--- config.mk ---
export PLATFORM = sky130hd
export DESIGN_NAME = lp805x_sfrbus_arb
export DESIGN_NICKNAME = d
export VERILOG_FILES = /design/src/rtl/lp805x_sfrbus_pkg.sv /design/src/rtl/lp805x_sfrbus_tick.sv /design/src/rtl/lp805x_sfrbus_arb.sv
export SDC_FILE = /design/constraint.sdc
export NUM_CORES = 1
export LEC_CHECK = 0
export CORE_MARGIN = 1.5
export CORE_UTILIZATION = 45
export DETAILED_ROUTE_END_ITERATION = 8
export GPL_ROUTABILITY_DRIVEN = 0
export PLACE_DENSITY = 0.8
export SLEW_MARGIN = 30
export SYNTH_ARGS = -nofsm -noshare
export SYNTH_HDL_FRONTEND = slang
export SYNTH_SLANG_ARGS = --single-unit
--- constraint.sdc ---
create_clock -name clk -period 2.2 [get_ports clk]
set_clock_uncertainty 0.15 [all_clocks]
set_input_delay 0.22 -clock clk [delete_from_list [all_inputs] [get_ports clk]]
set_output_delay 0.22 -clock clk [all_outputs]
set_load 0.03 [all_outputs]
--- src/rtl/lp805x_sfrbus_pkg.sv ---
// Shared definitions for the lp805x SFR bus arbiter: bus widths, command
// field positions, the strobe mask and the sequencer state type.
package lp805x_sfrbus_pkg;

    localparam int SFR_CMD_W = 29;
    localparam int SFR_RSP_W = 9;

    localparam int WR_ADDR_MSB = 28;
    localparam int WR_ADDR_LSB = 21;
    localparam int RD_ADDR_MSB = 20;
    localparam int RD_ADDR_LSB = 13;
    localparam int DATA_IN_MSB = 12;
    localparam int DATA_IN_LSB = 5;
    localparam int F_WR        = 4;
    localparam int F_RD        = 3;
    localparam int F_BIT_IN    = 2;
    localparam int F_WR_BIT    = 1;
    localparam int F_RD_BIT    = 0;

    // Clears wr, rd, bit_in, wr_bit and rd_bit while keeping addresses and data.
    localparam logic [SFR_CMD_W-1:0] STROBE_MASK = 29'h1FFFFFE0;

    typedef enum logic [1:0] {
        ST_IDLE  = 2'd0,
        ST_ISSUE = 2'd1,
        ST_WAIT  = 2'd2,
        ST_DONE  = 2'd3
    } sfr_state_e;

    function automatic logic is_rd_cmd(input logic [SFR_CMD_W-1:0] cmd);
        return cmd[F_RD] | cmd[F_RD_BIT];
    endfunction

endpackage

--- src/rtl/lp805x_sfrbus_tick.sv ---
// Free-running divider for the slow peripheral domain; tick is high on the
// last count of every DIV-cycle period.
module lp805x_sfrbus_tick #(
    parameter int DIV = 2
) (
    input  logic clk,
    input  logic rst,
    output logic tick
);

    localparam logic [7:0] LAST = 8'(DIV - 1);

    logic [7:0] tcnt_q;
    logic [7:0] tcnt_d;

    // Next count: wrap to zero after the last count of the period.
    always_comb begin
        if (tcnt_q == LAST) begin
            tcnt_d = 8'd0;
        end else begin
            tcnt_d = tcnt_q + 8'd1;
        end
    end

    // Counter register.
    always_ff @(posedge clk) begin
        if (rst) begin
            tcnt_q <= 8'd0;
        end else begin
            tcnt_q <= tcnt_d;
        end
    end

    assign tick = (tcnt_q == LAST);

endmodule

--- src/rtl/lp805x_sfrbus_arb.sv ---
// Round-robin arbiter and sequencer sharing one SFR command/response bus
// between the core (m0) and a debug/DMA master (m1).
module lp805x_sfrbus_arb
    import lp805x_sfrbus_pkg::*;
#(
    parameter int DIV = 2
) (
    input  logic                 clk,
    input  logic                 rst,
    input  logic                 m0_req,
    input  logic [SFR_CMD_W-1:0] m0_cmd,
    output logic                 m0_ack,
    output logic [SFR_RSP_W-1:0] m0_rdata,
    input  logic                 m1_req,
    input  logic [SFR_CMD_W-1:0] m1_cmd,
    output logic                 m1_ack,
    output logic [SFR_RSP_W-1:0] m1_rdata,
    output logic [SFR_CMD_W-1:0] sfr_bus,
    output logic                 sfr_load,
    input  logic [SFR_RSP_W-1:0] sfr_rsp
);

    sfr_state_e           state_q, state_d;
    logic [SFR_CMD_W-1:0] cmd_q, cmd_d;
    logic [SFR_CMD_W-1:0] bus_q, bus_d;
    logic                 gnt_q, gnt_d;
    logic                 last_gnt_q, last_gnt_d;
    logic                 ack0_q, ack0_d;
    logic                 ack1_q, ack1_d;
    logic [SFR_RSP_W-1:0] rdata0_q, rdata0_d;
    logic [SFR_RSP_W-1:0] rdata1_q, rdata1_d;
    logic                 tick;

    lp805x_sfrbus_tick #(.DIV(DIV)) u_tick (
        .clk  (clk),
        .rst  (rst),
        .tick (tick)
    );

    // Sequencer next state; the bus value is computed for the state being entered.
    always_comb begin
        state_d    = state_q;
        cmd_d      = cmd_q;
        gnt_d      = gnt_q;
        last_gnt_d = last_gnt_q;
        bus_d      = '0;
        ack0_d     = 1'b0;
        ack1_d     = 1'b0;
        rdata0_d   = rdata0_q;
        rdata1_d   = rdata1_q;
        case (state_q)
            ST_IDLE: begin
                if (m0_req || m1_req) begin
                    if (m0_req && m1_req) begin
                        gnt_d = ~last_gnt_q;
                    end else begin
                        gnt_d = m1_req;
                    end
                    last_gnt_d = gnt_d;
                    cmd_d      = gnt_d ? m1_cmd : m0_cmd;
                    bus_d      = cmd_d;
                    state_d    = ST_ISSUE;
                end else begin
                    state_d = ST_IDLE;
                end
            end
            ST_ISSUE: begin
                if (!tick) begin
                    bus_d = cmd_q;
                end else if (is_rd_cmd(cmd_q)) begin
                    // Hold addresses through WAIT but drop strobes so the next load is inert.
                    bus_d   = cmd_q & STROBE_MASK;
                    state_d = ST_WAIT;
                end else begin
                    state_d = ST_DONE;
                    ack0_d  = ~gnt_q;
                    ack1_d  = gnt_q;
                end
            end
            ST_WAIT: begin
                if (tick) begin
                    state_d = ST_DONE;
                    ack0_d  = ~gnt_q;
                    ack1_d  = gnt_q;
                    if (gnt_q) begin
                        rdata1_d = sfr_rsp;
                    end else begin
                        rdata0_d = sfr_rsp;
                    end
                end else begin
                    bus_d = cmd_q & STROBE_MASK;
                end
            end
            ST_DONE: begin
                state_d = ST_IDLE;
            end
            default: begin
                state_d = ST_IDLE;
            end
        endcase
    end

    // State and output registers.
    always_ff @(posedge clk) begin
        if (rst) begin
            state_q    <= ST_IDLE;
            cmd_q      <= '0;
            bus_q      <= '0;
            gnt_q      <= 1'b0;
            last_gnt_q <= 1'b1;
            ack0_q     <= 1'b0;
            ack1_q     <= 1'b0;
            rdata0_q   <= '0;
            rdata1_q   <= '0;
        end else begin
            state_q    <= state_d;
            cmd_q      <= cmd_d;
            bus_q      <= bus_d;
            gnt_q      <= gnt_d;
            last_gnt_q <= last_gnt_d;
            ack0_q     <= ack0_d;
            ack1_q     <= ack1_d;
            rdata0_q   <= rdata0_d;
            rdata1_q   <= rdata1_d;
        end
    end

    assign sfr_bus  = bus_q;
    assign sfr_load = tick;
    assign m0_ack   = ack0_q;
    assign m1_ack   = ack1_q;
    assign m0_rdata = rdata0_q;
    assign m1_rdata = rdata1_q;

endmodule

==> run summary, run 1 <==
Vias - 2898
Gate Count Post-Synth - 340
Clock slew at reported path FFs - 0.09 ns
Hold Path Cell Cnt - 1
Power per cell area - 1040 mW/mm^2
Worst Hold Class - reg2reg
Share of layout cells above drive strength 1 - 9.27%
Fin crit share - 91.0%
Mapped Nets - 417
Setup Buffers After CTS - 0
Setup TNS - 0 ns
Initial antenna violation count - 0
DRT Pass-1 Iters - 4
Max-cap violations - 0
Final WL - 7990 microns
Number of global-route vias before repair - 2900
Maximum clock path buffer count - 2
Initial core utilization - 47.4%
Layout Cells excl Fill - 563
Ports - 121
Number of synthesized flops with an enable pin - 0
Fin area - 0.00501 sq mm
Busiest grt layer - met2
Fin util - 68.0%
Reg2Reg Setup Slack - 0.20 ns
Met3 usage - 5.19%
Slew Limit Fails - 0
# rows - 31
Synth Flop Type - dfxtp_1
Die ar. - 0.00831 sq mm
Die Height - 91.1 microns
Final #Nets - 536
Startpoint Class - flip-flop
Vias per cell - 5.15
Met2 global-route usage - 33.2%
Worst-path fanout max - 6
Hold_buf cts - 0
Post-Place Cells - 547
Routed WL per cell - 14.2 microns
Total power - 5.20 mW
Yosys reg bits - 90
RSZ-0062 raised after global routing - false
Mapped Area - 0.00350 sq mm
CTS root buf - clkbuf_8
Worst ir drop on vdd - 0.511 mV
Maximum clock frequency - 499 MHz
Worst path required time - 1.83 ns
CP cell instances - ha_1, nor3b_2, nand2_2, clkinv_2, buf_4
Dominant cell type by area after synthesis - dfxtp_1
Die Wd - 91.1 microns
R2r endpoint - sfr_bus[18]
CTS Sinks - 90
Count of different cell masters after synthesis - 37
Most frequent cells in the layout - clkdlybuf4s50_1, dfxtp_1, nor2_1
Core ar. - 0.00737 sq mm
FF-to-FF Start - u_tick.tcnt_q[1]
Final-report hold violation count - 0
Met1 Use GR - 24.4%
Endpoint, Worst Hold - sfr_bus[25]
Worst Tran Pin Value - 0.701 ns
First-pass GRT wire length - 13400 microns
Worst Setup Path Type - reg2out
Diodes inserted - 0
Area share of the largest cell type after synthesis - 51.5%
Leakage - 2.00 nW
Antenna Nets Post-Route - 0
Top cells by area, synth - dfxtp_1, mux2i_1, o2bb2ai_1
Post-DP HPWL - 5790 microns
Initial DRC count - 94
Dpl cell area - 0.00481 sq mm
Syn Area/Cell - 10.3 sq um
Syn-to-layout area delta - 43.5%
DR DRC count - 0
Total gr overflow - 0
Yosys warning total - 0
Setup violations, final - 0
Cts bufs inserted - 9
GRT Overall Usage - 19.7%
CTS tree - built
Max_slew headroom - 53.3%
Min cycle time layout - 2.00 ns
Port Buffer Count - 120
Hold Crit Start - cmd_q[25]
Run status - finished clean
Clock latency on the worst-skew pair - 0.34 ns
Slowest CP cell - dfxtp_1
Post-synth ARST share - 0%
Htree depth - 3
Largest net degree at the start of global routing - 56
CP Capture Type - output pin
Worst Reg-to-Reg Cells - 6
Commonest non-fill, non-tap cell in the layout - clkdlybuf4s50_1
CP Data Arrival Time - 1.63 ns
Register area share after synthesis - 51.5%
Critical Path Max Stage Delay - 0.44 ns
Crit path launch - u_tick.tcnt_q[0]
Cts repair resizes - 0
[how the worst max path moves through the flow]
stage | to | slack, ns
finish | sfr_load | 0.20
global route | sfr_bus[17] | 0.02
CTS | sfr_load | 0.18
detailed placement | cmd_q[18] | 0.19
global placement | sfr_bus[23] | 0.24
floorplan | sfr_bus[10] | 0.46
[cell type report]
cell class / count / area (sq um)
Clock buffer: 10 / 138
Sequential cell: 90 / 1800
Fill cell: 552 / 2350
Clock inverter: 6 / 65.1
Tap cell: 99 / 124
Inverter: 5 / 20.0
Timing Repair Buffer: 130 / 1290
Multi-Input combinational cell: 223 / 1570
[state kept, by name, indices dropped and copies added (netlist names)]
register and count:
gnt_q 1, state_q 2, m1_rdata 9, u_tick.tcnt_q 8, m0_rdata 9, cmd_q 29
sfr_bus 29, m1_ack 1, m0_ack 1, last_gnt_q 1
[kinds of logic after synthesis]
group / count (synthesis) / synth area share (%)
adders and majority gates: 6 / 2.15
buffers and inverters: 27 / 3.83
muxes: 47 / 13.6
and+or+nand+nor: 92 / 11.8
xor gates and xnor gates: 6 / 1.50
DFF: 90 / 51.5
AOI/OAI and AO/OA: 72 / 15.5
[report_power, final]
group          switching, mW  leakage (nW)  internal, mW  total, mW
Sequential             0.180         0.739          2.02       2.20
Combinational           1.06          1.16         0.817       1.88
Clock                  0.561         0.103         0.558       1.12
Total                   1.80          2.00          3.40       5.20
[per-layer routing]
layer | vias to the layer above | share of wire (%)
met5 | - | 0
met4 | 0 | 0.85
met3 | 7 | 6.5
met2 | 89 | 47
met1 | 1355 | 46
li1 | 1447 | -
[cell usage after synthesis, types with 2 or more instances]
cell       number
o2bb2ai_1      24
xor2_1          5
buf_2           4
mux2_2          5
nand4_1         2
o21ai_0         2
ha_1            6
nor2_1         54
buf_4           3
or2_2           2
a211oi_1       24
inv_1           4
nand2_1        14
mux2i_1        42
a21oi_1        14
clkbuf_1       13
buf_6           2
nand3_1        10
nor3_1          2
dfxtp_1        90
and3_1          2
[metrics by stage]
stage | worst slack [ns] | hold WS (ns)
after detailed placement | 0.193 | 0.296
after global routing | 0.0220 | 0.329
final | 0.198 | 0.311
after floorplan | 0.460 | 0.214
after global placement | 0.241 | 0.288
after CTS | 0.178 | 0.310
[worst max-delay path: cells and delay by family, from the launching register on]
family / cells / cell delay (ns)
adder cells (fa/ha/maj): 1 / 0.17
flip-flops: 1 / 0.44
AND/OR/NAND/NOR: 2 / 0.41
buffers and inverters: 2 / 0.28
(Power assumes the default switching activity.)
==> run 2, diff against run 1 <==
Settings changed: GPL_TIMING_DRIVEN from default to 0, SETUP_SLACK_MARGIN from default to 0.5.
==> run 2 against run 1 <==
Final cell count is 3.9% higher; first-iteration DRC count is 41% lower; sequential share of layout area is 2.4 points lower; power is 4.6% higher; critical endpoint unchanged; highest routed layer unchanged.
==> run summary, run 2 (synthesis gave the netlist of run 1 again) <==
Run status - finished clean
Fin crit share - 80.6%
Final WL - 9470 microns
Setup violations, final - 0
Slowest CP cell - dfxtp_2
Max-cap violations - 0
Vias per cell - 5.31
Share of layout cells above drive strength 1 - 21.6%
Worst ir drop on vdd - 0.476 mV
Die Height - 91.1 microns
Worst Setup Path Type - reg2out
CTS Sinks - 90
Slew Limit Fails - 0
Maximum clock path buffer count - 2
Port Buffer Count - 120
Initial antenna violation count - 0
CP top delay family - simple AND/OR/NAND/NOR gates
Clock latency on the worst-skew pair - 0.36 ns
DRT Pass-1 Iters - 4
Number of global-route vias before repair - 3013
Reg2Reg Setup Slack - 0.43 ns
GRT Overall Usage - 22.4%
Startpoint Class - flip-flop
Total gr overflow - 0
WP buf/inv - 3
Worst Hold Class - reg2reg
Diodes inserted - 0
CP Capture Type - output pin
Commonest non-fill, non-tap cell in the layout - dfxtp_1
Worst path required time - 1.83 ns
# rows - 31
Die Wd - 91.1 microns
Vias - 3108
Min cycle time layout - 1.77 ns
First-pass GRT wire length - 14800 microns
Power per cell area - 1010 mW/mm^2
Hold Path Cell Cnt - 1
Dpl cell area - 0.00483 sq mm
CTS root buf - clkbuf_8
R2r endpoint - sfr_bus[20]
DR DRC count - 0
Syn-to-layout area delta - 54.4%
Critical Path Max Stage Delay - 0.34 ns
Hold_buf cts - 0
Endpoint, Worst Hold - sfr_bus[12]
Fin area - 0.00540 sq mm
Final #Nets - 558
CP cell instances - inv_2, ha_4, nor3b_4, nand2_4, clkinv_4, buf_6
Die ar. - 0.00831 sq mm
CP Data Arrival Time - 1.40 ns
CTS tree - built
Final-report hold violation count - 0
Largest net degree at the start of global routing - 17
Antenna Nets Post-Route - 0
Htree depth - 3
Hold Crit Start - cmd_q[12]
Most frequent cells in the layout - dfxtp_1, clkdlybuf4s50_1, nor2_1
Core ar. - 0.00737 sq mm
Post-DP HPWL - 6250 microns
Worst Reg-to-Reg Cells - 8
Worst Tran Pin Value - 0.663 ns
Total power - 5.44 mW
Initial DRC count - 55
Max_slew headroom - 55.5%
Leakage - 2.37 nW
RSZ-0062 raised after global routing - true
FF-to-FF Start - u_tick.tcnt_q[1]
Routed WL per cell - 16.2 microns
Initial core utilization - 47.4%
Maximum clock frequency - 564 MHz
Worst-path fanout max - 2
Ports - 121
Cts bufs inserted - 9
Clock slew at reported path FFs - 0.10 ns
run 2: cell count changes in the layout (fill, tap and decap cells not counted), moves of 5 or more:
| cell | change |
|---|---|
| buf_6 | +13 |
| clkbuf_1 | +5 |
| clkdlybuf4s50_1 | -48 |
| dfxtp_1 | -5 |
| dlygate4sd2_1 | +49 |
| mux2i_1 | -6 |
| mux2i_2 | +5 |
| o2bb2ai_1 | -24 |
| o2bb2ai_2 | +22 |
run 2: timing repair:
action                                  CTS  global route
gates cloned                              2             0
resized for setup                       117            33
setup buffers                             7             1
endpoints found under the setup margin  134            80
pin swaps                                 3             2
run 2: layout make-up:
| cell class | instances | area (sq um) |
|---|---|---|
| Fill cell | 540 | 1970 |
| Clock inverter | 7 | 52.6 |
| Tap cell | 99 | 124 |
| Buffer | 22 | 181 |
| Timing Repair Buffer | 130 | 1230 |
| Multi-Input combinational cell | 223 | 1850 |
| Sequential cell | 90 | 1810 |
| Inverter | 5 | 23.8 |
| Clock buffer | 9 | 124 |
run 2: worst max path at each step:
| stage | startpoint | endpoint | slack (ns) | cells after the start |
|---|---|---|---|---|
| 2_1_floorplan | state_q[0] | sfr_bus[10] | 0.51 | 7 |
| 3_3_place_gp | u_tick.tcnt_q[0] | sfr_load | -0.01 | 5 |
| 3_5_place_dp | u_tick.tcnt_q[0] | sfr_load | -0.05 | 5 |
| 5_1_grt | u_tick.tcnt_q[1] | sfr_load | 0.38 | 6 |
| 6_report | u_tick.tcnt_q[1] | sfr_load | 0.43 | 6 |
| 4_1_cts | u_tick.tcnt_q[1] | sfr_bus[17] | 0.45 | 8 |
run 2: worst reg2reg max path: stages (launching register included):
cell and delay (ns):
dfxtp_2 0.35, inv_2 0.05, ha_4 0.14, nor3b_4 0.16
buf_6 0.13, and3_4 0.15, o22ai_4 0.29, buf_6 0.20
o2bb2ai_4 0.11
run 2: metal layers:
metal	wire (microns)	global-route usage [%]
met1	4010	26.4
met2	4700	39.0
met3	701	5.44
met4	53	8.59
met5	0	0
run 2: stage by stage:
| step | TNS (ns) | utilization [%] | setup WS [ns] | hold slack, ns | std cells |
|---|---|---|---|---|---|
| after floorplan | 0 | - | 0.514 | 0.214 | 340 |
| after global placement | -0.0125 | 65.6 | -0.0125 | 0.287 | 559 |
| after detailed placement | -0.0468 | 65.6 | -0.0468 | 0.294 | 559 |
| after CTS | 0 | 71.4 | 0.445 | 0.315 | 584 |
| after global routing | 0 | 73.2 | 0.380 | 0.327 | 585 |
| final | 0 | 73.2 | 0.426 | 0.318 | 585 |
run 2: where the power goes:
| part | total [mW] | internal, mW | switching, mW | leakage (nW) |
|---|---|---|---|---|
| clock | 1.02 | 0.418 | 0.599 | 0.0900 |
| sequential | 2.24 | 2.02 | 0.217 | 0.741 |
| combinational | 2.18 | 0.916 | 1.26 | 1.54 |
==> run 3, diff against run 2 <==
Clock period 2.2 ns to 1.8 ns, I/O delays scaled along.
==> run 3 against run 2 <==
The run now ends with setup timing left; largest power group is now combinational logic; critical path type is now reg2reg; global-route usage is 8.0 points higher; final cell count grew 3.9%; clock-buffer cell count increased by 1; final area increased by 16%; register-to-register slack worse by 0.51 ns; non-clock buffer count rose by 22; highest routed layer unchanged; first-iteration DRC count rose to 4.3 times the previous value; wire length increased by 49%; flip-flop and latch count unchanged; via count rose by 15%; power up 57%.
==> run summary, run 3 (synthesis gave the netlist of run 1 again) <==
Max_slew headroom - 63.7%
WL met2 - 7480 microns
Worst Reg-to-Reg Cells - 8
CP Data Arrival Time - 1.96 ns
Fin util - 85.1%
Initial core utilization - 47.4%
Startpoint Class - flip-flop
Hold Path Cell Cnt - 3
Final setup margin - -0.0866 ns
Run status - complete, but fails checks
Antenna Nets Post-Route - 0
Port Buffer Count - 120
Clock slew at reported path FFs - 0.09 ns
Multi-input logic area - 0.00242 sq mm
Reg2Reg Setup Slack - -0.09 ns
DR DRC count - 0
# rows - 31
Endpoint, Worst Hold - m1_rdata[8]
Ports - 121
Worst Hold Class - in2reg
Worst-path fanout max - 5
M1 WL - 5270 microns
Critical Path Max Stage Delay - 0.34 ns
Die ar. - 0.00831 sq mm
Clock latency on the worst-skew pair - 0.36 ns
Power per cell area - 1360 mW/mm^2
R2r endpoint - m0_rdata[6]
CTS Sinks - 90
CTS root buf - clkbuf_8
Share of layout cells above drive strength 1 - 52.2%
Total gr overflow - 0
Vias - 3578
Post-DP HPWL - 6580 microns
Routed WL per cell - 23.2 microns
Syn-to-layout area delta - 79.4%
Most used cell along the critical path - buf_6
Die Wd - 91.1 microns
Final WL - 14100 microns
Setup TNS - -0.962 ns
Register area - 0.00182 sq mm
Core ar. - 0.00737 sq mm
Min cycle time layout - 1.89 ns
Highest routed layer - met4
Commonest non-fill, non-tap cell in the layout - dfxtp_1
DRT Pass-1 Iters - 5
Leakage - 2.55 nW
RSZ-0062 raised after global routing - true
Fin crit share - 105%
Htree depth - 3
Cts bufs inserted - 9
WHS - 0.312 ns
DR WL met3 - 810 microns
Hold_buf cts - 0
FF-to-FF Start - u_tick.tcnt_q[1]
CP cell instances - inv_2, ha_4, nor3b_4, buf_6, nand4_1, buf_6, mux2i_2, nor2_1
Initial DRC count - 239
Hold Crit Start - sfr_rsp[8]
Failing checks - setup timing
Maximum clock frequency - 530 MHz
Largest net degree at the start of global routing - 16
Worst path required time - 1.88 ns
Final #Nets - 580
Number of global-route vias before repair - 3638
Most frequent cells in the layout - dfxtp_1, clkdlybuf4s50_1, buf_2
Maximum clock path buffer count - 2
Worst Tran Pin Value - 0.539 ns
Vias per cell - 5.88
Total power - 8.52 mW
Worst ir drop on vdd - 0.866 mV
Slowest CP cell - dfxtp_2
Die Height - 91.1 microns
CTS tree - built
First-pass GRT wire length - 19600 microns
Slew Limit Fails - 0
Final-report hold violation count - 0
DP Worst Slack - -0.338 ns
GRT Overall Usage - 30.4%
Setup violations, final - 34
Worst Setup Path Type - reg2reg
CP Capture Type - flip-flop
Initial antenna violation count - 1
# fillers - 341
Max-cap violations - 0
## run 3: cell type report
cell class | instances | share of cell area (%)
multi-input combinational | 223 | 38.6
buffer | 22 | 4.61
tap | 99 | 1.97
timing repair buffer | 152 | 22.1
inverter | 5 | 0.459
antenna | 1 | 0.0399
sequential | 90 | 29.0
clock inverter | 6 | 1.04
clock buffer | 10 | 2.19
## run 3: how the worst max path moves through the flow
stage                                start           to  slack (ns)
after floorplan           u_tick.tcnt_q[1]   state_q[0]        0.18
after global placement    u_tick.tcnt_q[4]     sfr_load       -0.29
after detailed placement  u_tick.tcnt_q[5]     sfr_load       -0.34
after CTS                 u_tick.tcnt_q[1]   sfr_bus[5]        0.04
after global routing      u_tick.tcnt_q[1]  m0_rdata[4]       -0.14
final                     u_tick.tcnt_q[1]  m0_rdata[6]       -0.09
## run 3: metal layers
layer	vias up	global-route usage [%]
li1	1539	-
met1	1779	33.9
met2	206	57.0
met3	54	4.10
met4	0	12.8
met5	-	0
## run 3: critical path: cells and delay by family (launching register included)
| kind | cells | cell delay, ns |
|---|---|---|
| flip-flops | 1 | 0.34 |
| buffers and inverters | 3 | 0.43 |
| multiplexers | 1 | 0.23 |
| adder cells (fa/ha/maj) | 1 | 0.11 |
| AND/OR/NAND/NOR | 3 | 0.51 |
## run 3: timing repair
action	CTS	global route
setup endpoints to repair	140	111
cloned	8	2
resized for setup	353	99
pin swaps	17	16
buffers inserted	17	5
## run 3: metrics by stage
| stage | instances | instance area (sq um) |
|---|---|---|
| 3_3_place_gp | 559 | 5070 |
| 5_1_grt | 608 | 6270 |
| 4_1_cts | 600 | 6100 |
| 3_5_place_dp | 559 | 5070 |
| 2_1_floorplan | 340 | 3750 |
| 6_report | 608 | 6270 |
## run 3: where the power goes
part / total [mW] / leakage (nW) / switching (mW) / internal (mW)
registers: 2.90 / 0.742 / 0.416 / 2.48
clock network: 1.47 / 0.103 / 0.784 / 0.684
logic: 4.15 / 1.71 / 2.24 / 1.91
total: 8.52 / 2.55 / 3.44 / 5.08
